$ cat config.mk
export PLATFORM = sky130hd
export DESIGN_NAME = cpu_debug_stepper
export DESIGN_NICKNAME = d
export VERILOG_FILES = /design/src/rtl/cpu_debug_stepper.sv
export SDC_FILE = /design/constraint.sdc
export NUM_CORES = 1
export LEC_CHECK = 0
export BUFFER_PORTS_ARGS = -buffer_cell sky130_fd_sc_hd__buf_4
export CAP_MARGIN = 20
export CELL_PAD_IN_SITES_DETAIL_PLACEMENT = 1
export CELL_PAD_IN_SITES_GLOBAL_PLACEMENT = 2
export CORE_MARGIN = 2
export CORE_UTILIZATION = 43
export CTS_CLUSTER_SIZE = 30
export DETAILED_ROUTE_END_ITERATION = 7
export GPL_TIMING_DRIVEN = 0
export HOLD_SLACK_MARGIN = 0.1
export PLACE_DENSITY_LB_ADDON = 0.1
export SYNTH_ARGS = -nofsm -noshare
export SYNTH_HDL_FRONTEND = slang
export SYNTH_SLANG_ARGS = --single-unit
$ cat constraint.sdc
create_clock -name clk -period 2.9 [get_ports clk]
set_input_delay 0.435 -clock clk [delete_from_list [all_inputs] [get_ports clk]]
set_output_delay 0.435 -clock clk [all_outputs]
set_load 0.01 [all_outputs]
$ cat src/rtl/cpu_debug_stepper.sv
// Hardware step controller for the CPU debug port: debounced button or periodic run requests
// issue a single pc_advance pulse, then the register file is swept into a snapshot buffer.
`timescale 1ns/1ps
module cpu_debug_stepper #(
  parameter int DEBOUNCE_CYCLES = 4,
  parameter int SETTLE_CYCLES   = 3,
  parameter int NUM_REGS        = 16,
  parameter int DATA_W          = 16,
  parameter int RUN_PERIOD      = 40
) (
  input  logic              clk,
  input  logic              rst_n,
  input  logic              step_btn,
  input  logic              run_en,
  input  logic              halt,
  input  logic [DATA_W-1:0] pc_in,
  input  logic [DATA_W-1:0] reg_out,
  output logic              pc_advance,
  output logic [3:0]        reg_index,
  input  logic [3:0]        snap_sel,
  output logic [DATA_W-1:0] snap_data,
  output logic [DATA_W-1:0] snap_pc,
  output logic              snap_valid,
  output logic              busy,
  output logic [15:0]       step_count
);

  localparam int DB_W  = $clog2(DEBOUNCE_CYCLES + 1);
  localparam int RP_W  = $clog2(RUN_PERIOD + 1);
  localparam int CNT_W = $clog2(NUM_REGS + SETTLE_CYCLES + 2);
  localparam int IDX_W = (NUM_REGS > 1) ? $clog2(NUM_REGS) : 1;

  localparam logic [2:0] S_IDLE   = 3'd0;
  localparam logic [2:0] S_PULSE  = 3'd1;
  localparam logic [2:0] S_SETTLE = 3'd2;
  localparam logic [2:0] S_SCAN   = 3'd3;
  localparam logic [2:0] S_DONE   = 3'd4;

  logic            btn_s1, btn_s2, deb_level, btn_req;
  logic [DB_W-1:0] deb_cnt;
  logic [RP_W-1:0] run_cnt;
  logic            run_wrap;
  logic            start;

  logic [2:0]        state;
  logic [CNT_W-1:0]  cnt;
  logic [DATA_W-1:0] snapshot [NUM_REGS];

  // Level only flips after DEBOUNCE_CYCLES consecutive samples disagreeing with it
  always_ff @(posedge clk or negedge rst_n) begin
    if (!rst_n) begin
      btn_s1    <= 1'b0;
      btn_s2    <= 1'b0;
      deb_level <= 1'b0;
      deb_cnt   <= '0;
      btn_req   <= 1'b0;
    end else begin
      btn_s1  <= step_btn;
      btn_s2  <= btn_s1;
      btn_req <= 1'b0;
      if (btn_s2 == deb_level) begin
        deb_cnt <= '0;
      end else if (deb_cnt == DB_W'(DEBOUNCE_CYCLES - 1)) begin
        deb_level <= btn_s2;
        deb_cnt   <= '0;
        btn_req   <= btn_s2;
      end else begin
        deb_cnt <= deb_cnt + DB_W'(1);
      end
    end
  end

  assign run_wrap = run_en && !halt && (run_cnt == RP_W'(RUN_PERIOD - 1));

  always_ff @(posedge clk or negedge rst_n) begin
    if (!rst_n) begin
      run_cnt <= '0;
    end else if (!run_en) begin
      run_cnt <= '0;
    end else if (!halt) begin
      run_cnt <= run_wrap ? '0 : run_cnt + RP_W'(1);
    end
  end

  assign start = (state == S_IDLE) && !halt && (btn_req || run_wrap);

  always_ff @(posedge clk or negedge rst_n) begin
    if (!rst_n) begin
      state      <= S_IDLE;
      cnt        <= '0;
      step_count <= '0;
      snap_pc    <= '0;
      snap_valid <= 1'b0;
      for (int unsigned i = 0; i < NUM_REGS; i++) snapshot[i] <= '0;
    end else begin
      case (state)
        S_IDLE: begin
          cnt <= '0;
          if (start) begin
            state      <= S_PULSE;
            snap_valid <= 1'b0;
          end
        end
        S_PULSE: begin
          step_count <= step_count + 16'd1;
          cnt        <= '0;
          state      <= S_SETTLE;
        end
        S_SETTLE: begin
          if (cnt == CNT_W'(SETTLE_CYCLES - 1)) begin
            cnt   <= '0;
            state <= S_SCAN;
          end else begin
            cnt <= cnt + CNT_W'(1);
          end
        end
        S_SCAN: begin
          if (cnt != '0) snapshot[IDX_W'(cnt - CNT_W'(1))] <= reg_out;
          // PC and valid are registered on entry to DONE so they are visible during DONE
          if (cnt == CNT_W'(NUM_REGS)) begin
            snap_pc    <= pc_in;
            snap_valid <= 1'b1;
            state      <= S_DONE;
          end else begin
            cnt <= cnt + CNT_W'(1);
          end
        end
        S_DONE: begin
          cnt   <= '0;
          state <= S_IDLE;
        end
        default: state <= S_IDLE;
      endcase
    end
  end

  always_comb begin
    reg_index = '0;
    if (state == S_SCAN) begin
      if (cnt < CNT_W'(NUM_REGS)) reg_index = 4'(cnt);
      else                        reg_index = 4'(NUM_REGS - 1);
    end
  end

  always_comb begin
    snap_data = '0;
    if (int'(snap_sel) < NUM_REGS) snap_data = snapshot[IDX_W'(snap_sel)];
  end

  assign pc_advance = (state == S_PULSE);
  assign busy       = (state != S_IDLE);

endmodule
==> metrics.md <==
| Metric | Value |
|---|---|
| Syn Area/Cell | 13.89 um^2 |
| Port bufs | 92 |
| Crit path capture type | output pin |
| Worst EP required | 2.47 ns |
| Worst R2R Path Depth | 7 |
| HP Class | in -> reg |
| Hold path startpoint | pc_in[10] |
| Via count | 10160 |
| Cell row count | 66 |
| Mapped Area | 0.01417 mm^2 |
| Bufs on Longest Clock Path | 3 |
| Worst-skew pair later-pin latency | 0.53 ns |
| Largest family of logic cells by synthesized area | compound AO/OA/AOI/OAI gates |
| H-tree lvl count | 2 |
| Top achievable clock speed | 0.3533 GHz |
| Core Util, Final | 51.63% |
| Critical path origin | snap_sel[2] |
| Count leader, synth | dfrtp_1 |
| Post-synthesis compound-gate area fraction | 20.61% |
| Final GP Congestion | 0.8582 |
| Syn_nets | 1070 |
| I/O pin cnt | 96 |
| Clock Root Buffer | clkbuf_16 |
| Critical path class | in -> out |
| CTS tree | yes |
| Post-synth top cells | 310 x dfrtp_1, 246 x o2bb2ai_1, 95 x nand2_1 |
| Post-synthesis simple-gate area fraction | 6.542% |
| Top delay family on crit path | buffers and inverters |
| Die ar. | 0.03442 mm^2 |
| DRC viols | 0 |
| Fin crit share | 97.59% |
| WHS Path Cells | 2 |
| Power density cells | 761.2 mW/mm^2 |
| Post-route setup slack | 0.06979 ns |
| Worst path arrival time | 2.40 ns |
| Mux cell area share after synthesis | 11.74% |
| Top_reg_cell synth | dfrtp_1 |
| Layout Area Growth over Synthesis | 18.23% |
| Slew at the pin with the worst max-slew slack | 0.9529 ns |
| Avg Vias per Cell | 6.253 |
| Relative slew margins | 36.24% |
| WL final | 47.90 mm |
| RSZ-0062 raised after global routing | no |
| Status | complete, no violations |
| Clk sink count | 310 |
| Num CTS Buffers | 37 |
| Worst-path maximum fanout | 10 |
| DRT Pass-1 Iters | 5 |
| Worst r2r src | cnt[1]$_DFFE_PN0P_ |
| RR Endpoint | snapshot[72]$_DFFE_PN0P_ |
| Vias in the first global route | 10870 |
| Largest net degree at the start of global routing | 95 |
| Top cell type's share of synthesized area | 54.74% |
| Chip width | 185.5 um |
| Core Footprint | 0.03245 mm^2 |
| Antenna viol nets, final | 0 |
| Min Clock Period, post-route | 2.830 ns |
| Fraction of layout cells with a size suffix above 1 | 29.53% |
| Post-synth EDFFs | 0 |
| Post-synthesis xor/xnor area fraction | 1.112% |
| DRT iter0 DRCs | 844 |
| Synth warn | 0 |
| Hold Fails Final Rpt | 0 |
| Cell count after synthesis | 1020 |
| Hold_ws | 0.1412 ns |
| Vert. Die Dim | 185.5 um |
| Reg2Reg Setup Slack | 0.16 ns |
| All-Layer GR Usage | 28.92% |
| Layout Nets | 1206 |
| Gr ovfl total | 0 |
| CP Launch Type | input port |
| Post-detail-place hpwl | 31.75 mm |
| Top cells by area, synth | dfrtp_1 55%, o2bb2ai_1 15%, mux4_2 10% |
| Leak pwr | 6.879 nW |
| Fin. max-slew vios | 0 |
| Synth async-reset ratio | 100.0% |
| Antenna Cells | 0 |
| Place WS | -0.1899 ns |
| Max incr delay on CP | 0.75 ns |
| Wire length per cell | 29.49 um |
| Overall power | 0.01275 W |
| Placed cell count | 1557 |
| Crit path buf inv count | 4 |
| Initial antenna violation count | 1 |
| Leading area contributor after synthesis | dfrtp_1 |
| Post-Synth Adder-Cell Area | 0.7946% |
| Slowest CP cell | clkbuf_1 |
| Reg clk slew, reported paths | 0.05 ns |
| Max-cap violation count | 0 |
| First-pass GRT wire length | 72.11 mm |
| Post-synthesis cell type count | 64 |
| Skew final | 0.01361 ns |
| Maximum vdd drop | 0.0004277 V |
| Worst hold endpoint | snap_pc[10]$_DFFE_PN0P_ |
| # setup viols final | 0 |
| Critical-path cell list | buf_4, nor2b_1, clkbuf_1, clkbuf_1, a22oi_1, nand2_1, buf_4 |
| Register bit total from synthesis | 310 |
| Sequential share of the synthesized area | 54.74% |
| Post-Layout Cell Count | 1624 |
| Initial Utilization | 43.67% |
[sequential cells by signal, summed over array words and instances, names as in the netlist]
signal,cells
snapshot,256
snap_pc,16
step_count,16
run_cnt,6
cnt,5
deb_cnt,3
state,3
btn_req,1
btn_s1,1
btn_s2,1
deb_level,1
snap_valid,1
[stage by stage]
step	area [um^2]	setup TNS, ns
6_report	16750	0
5_1_grt	16750	0
4_1_cts	16750	0
3_5_place_dp	15500	-1.986
3_3_place_gp	15410	-473.71
2_1_floorplan	14170	0
[how the worst max path moves through the flow]
| stage | end | slack [ns] | cells past startpoint |
|---|---|---|---|
| after global routing | snap_data[4] | 0.00003 | 7 |
| after global placement | cnt[0]$_DFFE_PN0P_ | -1.55 | 1 |
| after floorplan | snap_data[10] | 0.71 | 5 |
| after detailed placement | snap_data[3] | -0.19 | 6 |
| final | snap_data[4] | 0.07 | 7 |
| after CTS | snap_data[11] | 0.06 | 7 |
[final cells by class]
type                            instances  area [um^2]
Buffer                                 91        625.6
Clock buffer                           58         1147
Clock inverter                          7        66.31
Fill cell                            3279        15700
Inverter                                6        22.52
Multi-Input combinational cell        613         5782
Sequential cell                       310         7757
Tap cell                              442        553.0
Timing Repair Buffer                   97        800.8
[placed cells by master (no fill, tap or decap), types with 4 or more instances in the layout]
master       n
a22oi_1     32
and2_1       6
buf_2       42
buf_4       96
buf_6       15
buf_8        4
clkbuf_1    19
clkbuf_16   39
clkbuf_2    11
clkbuf_8    10
clkinv_2     4
dfrtp_1    310
ha_1         9
inv_1        6
mux2_2      18
mux4_2      64
nand2_1     95
nand2b_1     7
nand3_1      9
nand4_1      6
nor2_1      10
nor2b_1      9
o21a_1       7
o21ai_4      6
o2bb2ai_1  246
o2bb2ai_2   10
or3_1        4
xnor2_1     15
[kinds of logic after synthesis]
kind of cell               count (synthesis)
AOI/OAI and AO/OA                        327
xor gates and xnor gates                  18
adders and majority gates                  9
buffers and inverters                     97
DFF                                      310
muxes                                     84
and+or+nand+nor                          175
[where the power goes]
group	switching [W]	total, W	internal (W)
registers	0.000193	0.00478	0.00459
logic	0.00234	0.00332	0.000977
clock network	0.00185	0.00465	0.00280
total	0.00439	0.0128	0.00837
[timing repair]
action,in CTS,in global routing
endpoints found under the hold margin,57,0
pin swaps,0,0
resized for setup,7,10
cloned,0,0
endpoints found under the setup margin,16,14
buffers inserted,0,0
hold buffers,2,0
[layer usage]
layer | GRT usage, % | wire length [um]
met1 | 39.31 | 20440
met2 | 46.48 | 22760
met3 | 5.478 | 2946
met4 | 10.55 | 1754
met5 | 0 | 0
(Power assumes the default switching activity.)
